$ cat config.mk
export PLATFORM = sky130hd
export DESIGN_NAME = hemps_debug_log_buffer_flat
export DESIGN_NICKNAME = d
export VERILOG_FILES = /design/src/rtl/hemps_debug_log_buffer_if.sv /design/src/rtl/hemps_debug_log_buffer.sv /design/src/flat_wrapper.sv
export SDC_FILE = /design/constraint.sdc
export NUM_CORES = 1
export LEC_CHECK = 0
export CORE_MARGIN = 8
export CORE_UTILIZATION = 45
export CTS_CLUSTER_DIAMETER = 60
export CTS_CLUSTER_SIZE = 14
export DETAILED_ROUTE_END_ITERATION = 12
export PLACE_DENSITY_LB_ADDON = 0.15
export SLEW_MARGIN = 15
export SYNTH_ARGS = -nofsm -noshare
export SYNTH_HDL_FRONTEND = slang
export SYNTH_SLANG_ARGS = --single-unit
$ cat constraint.sdc
create_clock -name clock -period 4.6 [get_ports clock]
set_clock_uncertainty 0.15 [all_clocks]
set_input_delay 1.15 -clock clock [delete_from_list [all_inputs] [get_ports clock]]
set_output_delay 1.15 -clock clock [all_outputs]
set_load 0.02 [all_outputs]
$ cat src/rtl/hemps_debug_log_buffer_if.sv
// ---------------------------------------------------------------------------
// hemps_debug_log_buffer_if
//
// Bundles the HeMPS debug-channel producer signals and the framed log stream
// consumed by the host log path.
//
// Modports:
//   slave  - the log buffer itself: takes the debug words and log_ready, and
//            drives busy_debug, the log stream, overflow and level.
//   master - the environment: drives the debug words and log_ready, and
//            observes everything else.
//
// Signals:
//   write_enable_debug  producer strobe, one word per asserted cycle
//   data_out_debug      debug word, sampled when write_enable_debug=1
//   busy_debug          backpressure to the producer
//   log_valid           output word available
//   log_data            output word (FIFO head)
//   log_last            current output word ends its message
//   log_ready           consumer accepts the word on log_valid & log_ready
//   overflow            sticky flag, a word was dropped
//   level               current FIFO occupancy
// ---------------------------------------------------------------------------
interface hemps_debug_log_buffer_if #(
  parameter int DATA_WIDTH = 32,
  parameter int DEPTH      = 16
);
  localparam int LEVEL_W = $clog2(DEPTH) + 1;

  logic                  write_enable_debug;
  logic [DATA_WIDTH-1:0] data_out_debug;
  logic                  busy_debug;
  logic                  log_valid;
  logic [DATA_WIDTH-1:0] log_data;
  logic                  log_last;
  logic                  log_ready;
  logic                  overflow;
  logic [LEVEL_W-1:0]    level;

  modport slave (
    input  write_enable_debug,
    input  data_out_debug,
    input  log_ready,
    output busy_debug,
    output log_valid,
    output log_data,
    output log_last,
    output overflow,
    output level
  );

  modport master (
    output write_enable_debug,
    output data_out_debug,
    output log_ready,
    input  busy_debug,
    input  log_valid,
    input  log_data,
    input  log_last,
    input  overflow,
    input  level
  );
endinterface

$ cat src/rtl/hemps_debug_log_buffer.sv
// ---------------------------------------------------------------------------
// hemps_debug_log_buffer
//
// Captures words from the HeMPS debug output channel into a first-word-
// fall-through FIFO. It pushes back on the producer through busy_debug and
// drains the buffered words over a valid/ready stream toward the host log
// path. A framing FSM watches the words as they leave. Each message is a
// header whose low 16 bits give the payload length N, followed by N payload
// words. The FSM flags the final word of every message on log_last.
//
// Ports:
//   clock  system clock, rising edge
//   reset  asynchronous, active-low reset
//   bus    hemps_debug_log_buffer_if.slave (debug channel + log stream)
//
// Parameters:
//   DATA_WIDTH      width of a debug word (>= 16, header length in [15:0])
//   DEPTH           FIFO entries, power of two, >= 4
//   BUSY_THRESHOLD  busy_debug asserts when free entries <= this (1..DEPTH-1)
// ---------------------------------------------------------------------------
module hemps_debug_log_buffer #(
  parameter int DATA_WIDTH     = 32,
  parameter int DEPTH          = 16,
  parameter int BUSY_THRESHOLD = 2
) (
  input  logic                      clock,
  input  logic                      reset,
  hemps_debug_log_buffer_if.slave   bus
);

  localparam int PTR_W   = $clog2(DEPTH);
  localparam int LEVEL_W = PTR_W + 1;

  localparam logic [LEVEL_W-1:0] DEPTH_L     = LEVEL_W'(DEPTH);
  localparam logic [LEVEL_W-1:0] THRESHOLD_L = LEVEL_W'(BUSY_THRESHOLD);

  typedef enum logic {
    HEADER  = 1'b0,
    PAYLOAD = 1'b1
  } frame_state_t;

  // -------------------------------------------------------------------------
  // Storage and state
  // -------------------------------------------------------------------------
  logic [DATA_WIDTH-1:0] mem [DEPTH];

  logic [PTR_W-1:0]   rd_ptr_reg;
  logic [PTR_W-1:0]   wr_ptr_reg;
  logic [LEVEL_W-1:0] level_reg;
  logic [LEVEL_W-1:0] level_next;
  logic               busy_reg;
  logic               busy_next;
  logic               overflow_reg;
  frame_state_t       state_reg;
  logic [15:0]        count_reg;

  // -------------------------------------------------------------------------
  // Handshake decode
  // -------------------------------------------------------------------------
  logic                  fifo_valid;
  logic                  fifo_full;
  logic [DATA_WIDTH-1:0] head_word;
  logic [15:0]           head_len;
  logic                  pop;
  logic                  push;
  logic                  drop;
  logic                  last_word;
  logic [LEVEL_W-1:0]    free_next;

  // Occupancy alone decides empty/full, so the pointers may freely alias.
  assign fifo_valid = (level_reg != '0);
  assign fifo_full  = (level_reg == DEPTH_L);

  // First-word-fall-through: the head entry is read combinationally.
  assign head_word  = mem[rd_ptr_reg];
  assign head_len   = head_word[15:0];

  assign pop  = fifo_valid & bus.log_ready;
  // A full FIFO still takes a word when the head leaves in the same cycle.
  assign push = bus.write_enable_debug & (~fifo_full | pop);
  assign drop = bus.write_enable_debug & ~push;

  always_comb begin
    level_next = level_reg;
    unique case ({push, pop})
      2'b10:   level_next = level_reg + LEVEL_W'(1);
      2'b01:   level_next = level_reg - LEVEL_W'(1);
      default: level_next = level_reg;
    endcase
  end

  // Busy is computed from the occupancy the FIFO will have next cycle. The
  // producer therefore sees it at the same time as the new level, and it
  // still has BUSY_THRESHOLD free slots to absorb words already in flight.
  assign free_next = DEPTH_L - level_next;
  assign busy_next = (free_next <= THRESHOLD_L);

  // -------------------------------------------------------------------------
  // Storage write port. The array holds no reset because emptiness is
  // tracked by level_reg, so stale contents are never presented.
  // -------------------------------------------------------------------------
  always_ff @(posedge clock) begin
    if (push) begin
      mem[wr_ptr_reg] <= bus.data_out_debug;
    end
  end

  // -------------------------------------------------------------------------
  // Pointers, occupancy, backpressure and overflow
  // -------------------------------------------------------------------------
  always_ff @(posedge clock or negedge reset) begin
    if (!reset) begin
      rd_ptr_reg   <= '0;
      wr_ptr_reg   <= '0;
      level_reg    <= '0;
      busy_reg     <= 1'b0;
      overflow_reg <= 1'b0;
    end else begin
      if (push) begin
        wr_ptr_reg <= wr_ptr_reg + PTR_W'(1);
      end
      if (pop) begin
        rd_ptr_reg <= rd_ptr_reg + PTR_W'(1);
      end
      level_reg <= level_next;
      busy_reg  <= busy_next;
      if (drop) begin
        overflow_reg <= 1'b1;
      end
    end
  end

  // -------------------------------------------------------------------------
  // Framing FSM, which advances only when a word leaves. count_reg holds the
  // number of payload words still owed, including the current head. A
  // 16-bit count with N up to 0xFFFF never wraps because it is only loaded
  // with N > 0 and leaves PAYLOAD at 1.
  // -------------------------------------------------------------------------
  always_ff @(posedge clock or negedge reset) begin
    if (!reset) begin
      state_reg <= HEADER;
      count_reg <= '0;
    end else if (pop) begin
      unique case (state_reg)
        HEADER: begin
          if (head_len != 16'd0) begin
            count_reg <= head_len;
            state_reg <= PAYLOAD;
          end
        end
        PAYLOAD: begin
          count_reg <= count_reg - 16'd1;
          if (count_reg == 16'd1) begin
            state_reg <= HEADER;
          end
        end
        default: begin
          state_reg <= HEADER;
        end
      endcase
    end
  end

  always_comb begin
    last_word = 1'b0;
    unique case (state_reg)
      HEADER:  last_word = (head_len == 16'd0);
      PAYLOAD: last_word = (count_reg == 16'd1);
      default: last_word = 1'b0;
    endcase
  end

  // -------------------------------------------------------------------------
  // Outputs. Data and last are forced to zero whenever nothing is valid.
  // Because level_reg clears asynchronously, the whole stream side goes
  // quiet the moment reset asserts, without waiting for a clock edge.
  // -------------------------------------------------------------------------
  assign bus.log_valid  = fifo_valid;
  assign bus.log_data   = fifo_valid ? head_word : '0;
  assign bus.log_last   = fifo_valid & last_word;
  assign bus.busy_debug = busy_reg;
  assign bus.overflow   = overflow_reg;
  assign bus.level      = level_reg;

endmodule

$ cat src/flat_wrapper.sv
// flat-port wrapper written by rule: the top's interface ports become plain ports
module hemps_debug_log_buffer_flat 
#(
  parameter int DATA_WIDTH     = 32,
  parameter int DEPTH          = 16,
  parameter int BUSY_THRESHOLD = 2
)
  (clock, reset, bus_write_enable_debug, bus_data_out_debug, bus_log_ready, bus_busy_debug, bus_log_valid, bus_log_data, bus_log_last, bus_overflow, bus_level);
  hemps_debug_log_buffer_if #(.DATA_WIDTH(DATA_WIDTH), .DEPTH(DEPTH)) bus_i ();
  input  logic clock;
  input  logic reset;
  input wire logic [$bits(bus_i.write_enable_debug)-1:0] bus_write_enable_debug;
  input wire logic [$bits(bus_i.data_out_debug)-1:0] bus_data_out_debug;
  input wire logic [$bits(bus_i.log_ready)-1:0] bus_log_ready;
  output wire logic [$bits(bus_i.busy_debug)-1:0] bus_busy_debug;
  output wire logic [$bits(bus_i.log_valid)-1:0] bus_log_valid;
  output wire logic [$bits(bus_i.log_data)-1:0] bus_log_data;
  output wire logic [$bits(bus_i.log_last)-1:0] bus_log_last;
  output wire logic [$bits(bus_i.overflow)-1:0] bus_overflow;
  output wire logic [$bits(bus_i.level)-1:0] bus_level;
  assign bus_i.write_enable_debug = bus_write_enable_debug;
  assign bus_i.data_out_debug = bus_data_out_debug;
  assign bus_i.log_ready = bus_log_ready;
  assign bus_busy_debug = bus_i.busy_debug;
  assign bus_log_valid = bus_i.log_valid;
  assign bus_log_data = bus_i.log_data;
  assign bus_log_last = bus_i.log_last;
  assign bus_overflow = bus_i.overflow;
  assign bus_level = bus_i.level;
  hemps_debug_log_buffer #(.DATA_WIDTH(DATA_WIDTH), .DEPTH(DEPTH), .BUSY_THRESHOLD(BUSY_THRESHOLD)) u_core (.clock(clock), .reset(reset), .bus(bus_i));
endmodule
==> results.cfg <==
[outcome]
status = finished with violations
violations = setup timing

[synthesis]
synth_top_cell_area_share_pct = 70.8
synth_async_sr_flop_share_pct = 5.88
ys_warn_count = 0
yosysMostFrequentCell = edfxtp_1
synth_edf_count = 512
synth.cell_area_sq_um = 21700
ys_top_cells_by_area = edfxtp_1, mux4_2, dfrtp_1
ys_seq_area_share_pct = 74.5
ys.flop_type = edfxtp_1
synth_seq_cells = 544
synthDistinctLibCells = 54
yosysTopAreaCell = edfxtp_1
syn_inst = 1069
synthTopCellsByCount = edfxtp_1, mux4_2, nor2_1
synth_area_per_cell_sq_um = 20.3
synth_nets = 1118

[timing]
worst_pin_slew_ns = 0.757
period_needed_ns = 4.62
finalHoldViolCount = 0
fin_crit_sh_pct = 101
clock.fmax_ghz = 0.216
final.setup.worst_slack_ns = -0.0245
drv_slew = 0
relSlewSlack_pct = 49.3
setup_viol = 1
rsz0062_at_grt = true

[finish]
syn_to_final_growth_pct = 17.7
drive_above_1_share_pct = 26.7
fill_cells = 3704
largest_reg_flops = 512
instances_no_fill = 1875
nets = 1286

[die]
die-area_sq_um = 55500
die_h_um = 236
rows = 80
initial_core_util_pct = 45.6
io_pins = 77
fp.dieW_um = 236
coreArea_sq_um = 47600

[global_route]
grt_start_max_net_pins = 30
track_usage_pct = 18.0
grt_pass1_vias = 11300
antenna_found_initial = 1
grt-ovfl-total = 0
grt_first_pass_wirelength_um = 74600

[power_and_ir_drop]
leakage_nw = 8.40
finalPower_mw = 16.3
p_sw_mw = 5.38
ir_worst_vdd_v = 0.000344
p_int_mw = 11.0
power_switching_share_pct = 33.0
comb_power_share_pct = 39.2
pwr-share-seq_pct = 38.6
clkPwrFrac_pct = 22.2
power_density_nw_per_um2 = 639

[cts]
clk_pin_slew_ns = 0.07
clock_sinks = 544
postCtsHoldBufs = 0
clockRootBuffer = clkbuf_16
cts_tree = done
clk_latency_ns = 0.58
cts_buffers = 47
htreeDepth = 2
cts_buffer_depth = 3

[placed_design]
dp_slack_ns = -0.0435
hpwl_um = 29700
gp_congestion = 0.793
portBuffers = 76
post-place-cells = 1796

[routing]
via_per_inst = 5.80
drcViolationCount = 0
ant_nets = 0
firstDrtPassIters = 5
dr.first_iter.drc_count = 920
routed_wl_um = 50300
routedWlPerCell_um = 26.8
num_vias = 10900

[worst_setup_path]
worstSetupPathType = reg2out
crit_path_end_kind = primary output
crit_path_start_kind = flip-flop
max_stage_delay_ns = 0.52
cp.required_ns = 3.30
crit_slowest_cell = mux4_2
critPathMaxFanout = 6
path_cells = bufbuf_16, mux4_2, mux4_2, nor2_4, nand2_1, nor4_4, nand2_1, a21oi_2, buf_4
crit_arrival_ns = 3.32

[worst_hold_path]
min_path_type = reg2reg

[flow_run]
drv_cap = 0
[power groups by stage]
stage / sequential, mW / combinational (mW) / clock, mW
finish: 6.31 / 6.40 / 3.62
global route: 6.36 / 6.84 / 3.88
CTS: 6.31 / 6.43 / 3.73
detailed placement: 6.44 / 6.26 / 0
global placement: 6.42 / 6.22 / 0
floorplan: 6.32 / 3.80 / 0
[cell usage in the layout (no fill, tap or decap), types with 14 or more instances in the layout]
master / n
buf_12: 20
edfxtp_1: 512
inv_1: 16
mux2i_1: 31
nand2_1: 48
buf_4: 72
dfrtp_1: 29
a22o_1: 14
nor2_1: 36
and2_1: 25
clkdlybuf4s50_1: 54
mux4_2: 137
clkbuf_16: 49
dlygate4sd2_1: 15
nor2_4: 14
[path summary, 6_finish.rpt]
kind / from / endpoint / slack [ns] / cells past startpoint
min in group asynchronous: reset / u_core.count_reg[5] / 0.83 / 1
hold / removal: u_core.bus.overflow / u_core.bus.overflow / 0.32 / 1
hold reg to reg: u_core.bus.overflow / u_core.bus.overflow / 0.32 / 1
max in group asynchronous: reset / u_core.bus.level[0] / 2.84 / 2
setup / recovery: u_core.rd_ptr_reg[0] / bus_log_last / -0.02 / 9
setup reg to reg: u_core.bus.level[0] / u_core.bus.busy_debug / 0.87 / 14
[through the flow]
step | area [sq um] | hold WS (ns) | utilization [%] | TNS [ns]
2_1_floorplan | 21700 | 0.324 | - | 0
3_3_place_gp | 24000 | 0.286 | 50.3 | -0.0663
3_5_place_dp | 24000 | 0.295 | 50.3 | -0.0435
4_1_cts | 25500 | 0.310 | 53.5 | -0.109
5_1_grt | 25500 | 0.349 | 53.6 | -0.133
6_report | 25600 | 0.317 | 53.6 | -0.0245
[logic make-up (layout without fill, tap and decap cells)]
logic type,count (synthesis),in the layout,synth area share (%)
adder cells (fa/ha/maj),13,13,0.784
other,0,2,0
multiplexers,170,170,15.8
XOR/XNOR,8,8,0.323
buffers and inverters,71,260,1.63
flip-flops,544,544,74.5
AO/OA/AOI/OAI,83,83,2.88
AND/OR/NAND/NOR,180,180,4.05
[per-layer routing]
layer  track usage, %  routed length, um  up-vias
met5                0                  0        -
met4             4.97               1180        0
met3             3.17               2410       59
met2             28.8              23900      288
met1             25.4              22700     5793
li1                 -                  -     4728
[worst max-delay path, delay by kind of cell (launching register included)]
kind | cells | cell delay, ns
compound gates | 1 | 0.15
simple gates | 4 | 0.62
mux | 2 | 1.02
buf+inv | 2 | 0.46
flops | 1 | 0.50
[layout make-up]
class	count	area [sq um]	share of cell area, %
sequential	544	16200	63.3
multi-input combinational	454	5400	21.1
timing repair buffer	172	1790	7.02
clock buffer	61	1270	4.98
tap	615	769	3.01
inverter	18	67.6	0.264
clock inverter	9	61.3	0.240
antenna	2	5.00	0.0196
[timing repair]
item / in CTS / in global routing
pin swaps: 1 / 4
endpoints found under the setup margin: 30 / 9
cloned: 2 / 0
setup buffers: 3 / 2
gates resized for setup: 50 / 18
endpoints found under the hold margin: 0 / 0
No activity file was read; power rests on OpenSTA's default activity.
==> RTL edit 1, RTL diff (same flow settings) <==
`DEPTH` is set to 16 in 3 places; all go to 8.
--- a/src/rtl/hemps_debug_log_buffer_if.sv
+++ b/src/rtl/hemps_debug_log_buffer_if.sv
@@ -25,3 +25,3 @@
   parameter int DATA_WIDTH = 32,
-  parameter int DEPTH      = 16
+  parameter int DEPTH      = 8
 );
--- a/src/rtl/hemps_debug_log_buffer.sv
+++ b/src/rtl/hemps_debug_log_buffer.sv
@@ -22,3 +22,3 @@
   parameter int DATA_WIDTH     = 32,
-  parameter int DEPTH          = 16,
+  parameter int DEPTH          = 8,
   parameter int BUSY_THRESHOLD = 2
--- a/src/flat_wrapper.sv
+++ b/src/flat_wrapper.sv
@@ -4,3 +4,3 @@
   parameter int DATA_WIDTH     = 32,
-  parameter int DEPTH          = 16,
+  parameter int DEPTH          = 8,
   parameter int BUSY_THRESHOLD = 2
Ports: changed (resized bus_level); port bits go from 77 to 76. No check against the original RTL was run, so the function may have changed too.
==> RTL edit 1 against the original RTL <==
  * Synthesized cell count is 41% lower
  * Cell count down 42%
  * Die area down 44%
  * Via count shrank 43%
  * Setup slack gained 0.30 ns
  * Critical path depth decreased by 3
  * Register-to-register slack better by 0.75 ns
  * Fmax increased by 6.9%
  * Power decreased by 44%
  * Routed wire length decreased by 51%
  * Sequential cell count down 259
  * Synthesized area down 46%
  * Design area down 46%
==> RTL edit 1: results (changes against the original RTL) <==
Int Power 6050 uW (-45%); EDFF count, synth 256 (-50%); register-to-register setup slack 1.62 ns (+0.75 ns); Syn Inst Count 632 (-41%); largest net degree at the start of global routing 35 (+17%); Power Sequential 3500 uW (-45%); Routed met2 length 12.2 mm (-49%); post-CTS sizing 2 (-96%); antenna violations before repair 0 (-1); GP Congestion 0.781 (-1.5%); Post-Route WL 24.7 mm (-51%); met1 wire length 11.0 mm (-52%); H-tree depth 1 (-1); worst relative slew slack 0.350 (-0.142); layout cell share with drive strength beyond 1 0.202 (-0.0647); WL per Instance 22.6 um (-16%); async set or reset register ratio after synthesis 0.102 (+0.0429); Worst IR Drop VDD 0.000374 V (+8.7%); P per Cell Area 659 nW/um^2 (+3.0%); FF-to-FF Start u_core.bus.level[1]; Num CTS Buffers 25 (-47%); GRT Overall Usage 0.159 (-0.0213); global-route wire length before repair 38.3 mm (-49%); DRT iter0 DRCs 593 (-36%); WL met3 1.07 mm (-55%); drt via density 5.62 (-3.0%); diode count 0 (-2); Worst-Skew Late Latency 0.53 ns (-0.05 ns); CP top delay family buffers and inverters; DP HPWL 14.4 mm (-52%); status complete, no violations; ranking of synthesized cells by area edfxtp_1, mux4_2, dfrtp_1, mux2i_1, nor2_1; CP Data Arrival Time 3.03 ns (-0.29 ns); CP peak stage delay 0.57 ns (+0.05 ns); worst hold slack 0.339 ns (+0.0213 ns); most frequent cells after synthesis edfxtp_1, mux4_2, nor2_1; R2R depth 10 (-4); Clock Power Share 0.217 (-0.005); register area share after synthesis 0.724 (-0.0214); placed cell areas 13000 um^2 (-46%); P_leak 0.00465 uW (-45%); Buffers on Ports 75 (-1.3%); critical path endpoint bus_log_data[22]; Synthesized Nets 677 (-39%); vias in the first global route 6610 (-42%); Worst Path Max Fanout 22 (+16)
RTL edit 1: cell count changes in the layout (fill, tap and decap cells not counted), moves of 20 or more:
| cell | before | now |
|---|---|---|
| clkdlybuf4s50_1 | 54 | 74 |
| buf_4 | 72 | 35 |
| and2_1 | 25 | 2 |
| mux4_2 | 137 | 64 |
| nand2_1 | 48 | 27 |
| edfxtp_1 | 512 | 256 |
| clkbuf_16 | 49 | 25 |
RTL edit 1: stage by stage:
stage                     setup slack, ns   util
final                               0.274  0.537
after detailed placement            0.232  0.507
after global routing               0.0726  0.537
after floorplan                     0.154      -
after global placement              0.259  0.507
after CTS                          0.0700  0.537
RTL edit 1: area by class of cell:
type,instances,area [um^2]
clock buffers,40,682
clock inverters,6,67.6
inverters,14,52.6
fillers,2032,11900
well taps,335,419
multi-input cells,303,3090
repair buffers,113,1070
flip-flops and latches,285,8420
RTL edit 1: cells by family (layout without fill, tap and decap cells):
family | Yosys count | in the layout | share of synthesized area
muxes | 101 | 101 | 0.157
AOI/OAI and AO/OA | 55 | 55 | 0.0329
buffers and inverters | 44 | 173 | 0.0172
adders and majority gates | 9 | 9 | 0.0103
xor gates and xnor gates | 8 | 8 | 0.00603
and+or+nand+nor | 130 | 130 | 0.0524
DFF | 285 | 285 | 0.724
RTL edit 1: worst register-to-register path: stages, from the launching register on:
cell     delay, ns
dfrtp_1       0.48
o41ai_4       0.39
or2_1         0.28
inv_2         0.07
ha_1          0.28
a21o_1        0.17
a21oi_1       0.17
mux2i_1       0.24
xor2_1        0.29
xnor2_1       0.12
a41o_1        0.24
RTL edit 1: per-layer routing:
layer | vias up | global-route usage
met5 | - | 0
met4 | 0 | 0.0427
met3 | 41 | 0.0239
met2 | 160 | 0.271
met1 | 3216 | 0.210
li1 | 2744 | -
==> RTL edit 2, RTL diff (config.mk and constraints unchanged) <==
Without the edit above. Make the reset (`reset`) synchronous in 2 clocked blocks. Comments in the files are not updated.
--- a/src/rtl/hemps_debug_log_buffer.sv
+++ b/src/rtl/hemps_debug_log_buffer.sv
@@ -110,3 +110,3 @@
   // -------------------------------------------------------------------------
-  always_ff @(posedge clock or negedge reset) begin
+  always_ff @(posedge clock) begin
     if (!reset) begin
@@ -138,3 +138,3 @@
   // -------------------------------------------------------------------------
-  always_ff @(posedge clock or negedge reset) begin
+  always_ff @(posedge clock) begin
     if (!reset) begin
Formal check against the unedited RTL: differs if reset is asserted again (counterexample within 4 cycles, from zero or initial values and one cycle with reset low); with reset held inactive, the same outputs for 4 cycles.
==> RTL edit 2 against the original RTL <==
  * Design area increased by 0.46%
  * Utilization increased by 0.25 points
  * Highest routed layer unchanged
  * Sequential cell count increased by 4
  * Setup slack improved by 0.094 ns
  * Power decreased by 21%
  * Routed wire length decreased by 3.3%
  * Critical path type unchanged
  * Synthesized area decreased by 0.23%
==> RTL edit 2: results (changes against the original RTL) <==
status complete, no violations; H-tree depth 2 (unchanged); Worst IR Drop VDD 0.000297 V (-14%); P_leak 0.00819 uW (-2.5%); async set or reset register ratio after synthesis 0 (-0.0588); Num CTS Buffers 49 (+4.3%); Synth warnings 0 (unchanged); min-delay worst type flip-flop to flip-flop; Placed Cells 1789 (-0.39%); Post-Route WL 48.6 mm (-3.3%); area of the multi-input gates 5470 um^2 (+1.2%); Avg Inst Size Synth 20.1 um^2 (-1.2%); diode count 0 (-2); Buffers on Ports 76 (unchanged); antenna violations before repair 1 (unchanged); Cell variety after synth 56 (+3.7%); largest net degree at the start of global routing 33 (+10%); GP Congestion 0.808 (+1.8%); register area share after synthesis 0.743 (-0.00198); max reg flops 512 (unchanged); Synthesized Nets 1128 (+0.89%); DP HPWL 28.9 mm (-2.9%); Worst Path Max Fanout 16 (+10); layout cell share with drive strength beyond 1 0.280 (+0.0129); Filler Cells Inserted 3693 (-0.30%); drt via density 5.71 (-1.5%); vias in the first global route 11300 (-0.65%); ranking of synthesized cells by area edfxtp_1, mux4_2, dfxtp_1, mux2i_1, nor2_1; TritonRoute pass-1 iters 5 (unchanged); placed cell areas 23800 um^2 (-0.81%); DRT iter0 DRCs 729 (-21%); worst relative slew slack 0.560 (+0.0675); Final Non-Filler Cells 1890 (+0.80%); Main synth FF type edfxtp_1; Worst-Skew Late Latency 0.58 ns (about the same); global-route wire length before repair 72.9 mm (-2.3%); GRT Overall Usage 0.175 (-0.00539); Nets 1305 (+1.5%); most frequent cells after synthesis edfxtp_1, mux4_2, nor2_1; CP Data Arrival Time 3.23 ns (-0.09 ns); switching power 3530 uW (-34%)
-- RTL edit 2: path summary, 6_finish.rpt --
kind / to / depth (start not counted) / from / slack (ns)
hold / removal: u_core.bus.overflow / 1 / u_core.bus.overflow / 0.32
setup reg to reg: u_core.count_reg[9] / 23 / flip-flop / 0.32
hold reg to reg: u_core.bus.overflow / 1 / u_core.bus.overflow / 0.32
setup / recovery: bus_log_data[5] / 10 / flip-flop / 0.07
-- RTL edit 2: repair_timing --
action                     4_1_cts  5_1_grt
hold buffers                     0        0
gates cloned                     0        1
setup buffers                   15       15
pin swaps                        1        6
setup endpoints to repair       19       28
resized for setup               30       22
-- RTL edit 2: area by class of cell --
cell class,count,share of cell area
multi-input cells,461,0.213
flip-flops and latches,548,0.628
repair buffers,181,0.0715
well taps,615,0.0300
clock inverters,12,0.00478
clock buffers,58,0.0511
inverters,15,0.00219
-- RTL edit 2: worst max-delay path: stages, from the launching register on --
cell and delay, ns:
dfxtp_4 0.35, buf_12 0.14, buf_12 0.15, buf_4 0.17, mux2i_1 0.12, a221oi_1 0.35
a21oi_1 0.07, o21ai_1 0.36, buf_4 0.20, and2_1 0.11, clkdlybuf4s50_1 0.60
-- RTL edit 2: logic make-up (layout without fill, tap and decap cells) --
family / Yosys count / in the layout / synth area share
AND/OR/NAND/NOR: 180 / 180 / 0.0410
adder cells (fa/ha/maj): 13 / 13 / 0.00786
flip-flops: 548 / 548 / 0.743
AO/OA/AOI/OAI: 89 / 89 / 0.0270
multiplexers: 171 / 171 / 0.162
XOR/XNOR: 8 / 8 / 0.00324
buffers and inverters: 70 / 266 / 0.0158
-- RTL edit 2: power by group through the flow --
| stage | Sequential [uW] | Combinational [uW] | Clock (uW) |
|---|---|---|---|
| 6_report | 5700 | 3360 | 3820 |
| 5_1_grt | 5720 | 3630 | 4080 |
| 4_1_cts | 5730 | 3200 | 3920 |
| 3_5_place_dp | 5850 | 3120 | 0 |
| 3_3_place_gp | 5850 | 3100 | 0 |
| 2_1_floorplan | 5780 | 2070 | 0 |
-- RTL edit 2: metrics by stage --
stage               setup slack [ns]  TNS (ns)
floorplan                      0.515         0
global placement              0.0219         0
detailed placement          -0.00931  -0.00931
CTS                         -0.00760  -0.00956
global route                 -0.0391   -0.0493
finish                        0.0690         0
-- RTL edit 2: layer usage --
layer  vias to the layer above  global-route usage  routed length (um)
li1                       4757                   -                   -
met1                      5711               0.234               21300
met2                       253               0.297               24400
met3                        69              0.0265                1910
met4                         0              0.0477                 994
met5                         -                   0                   0
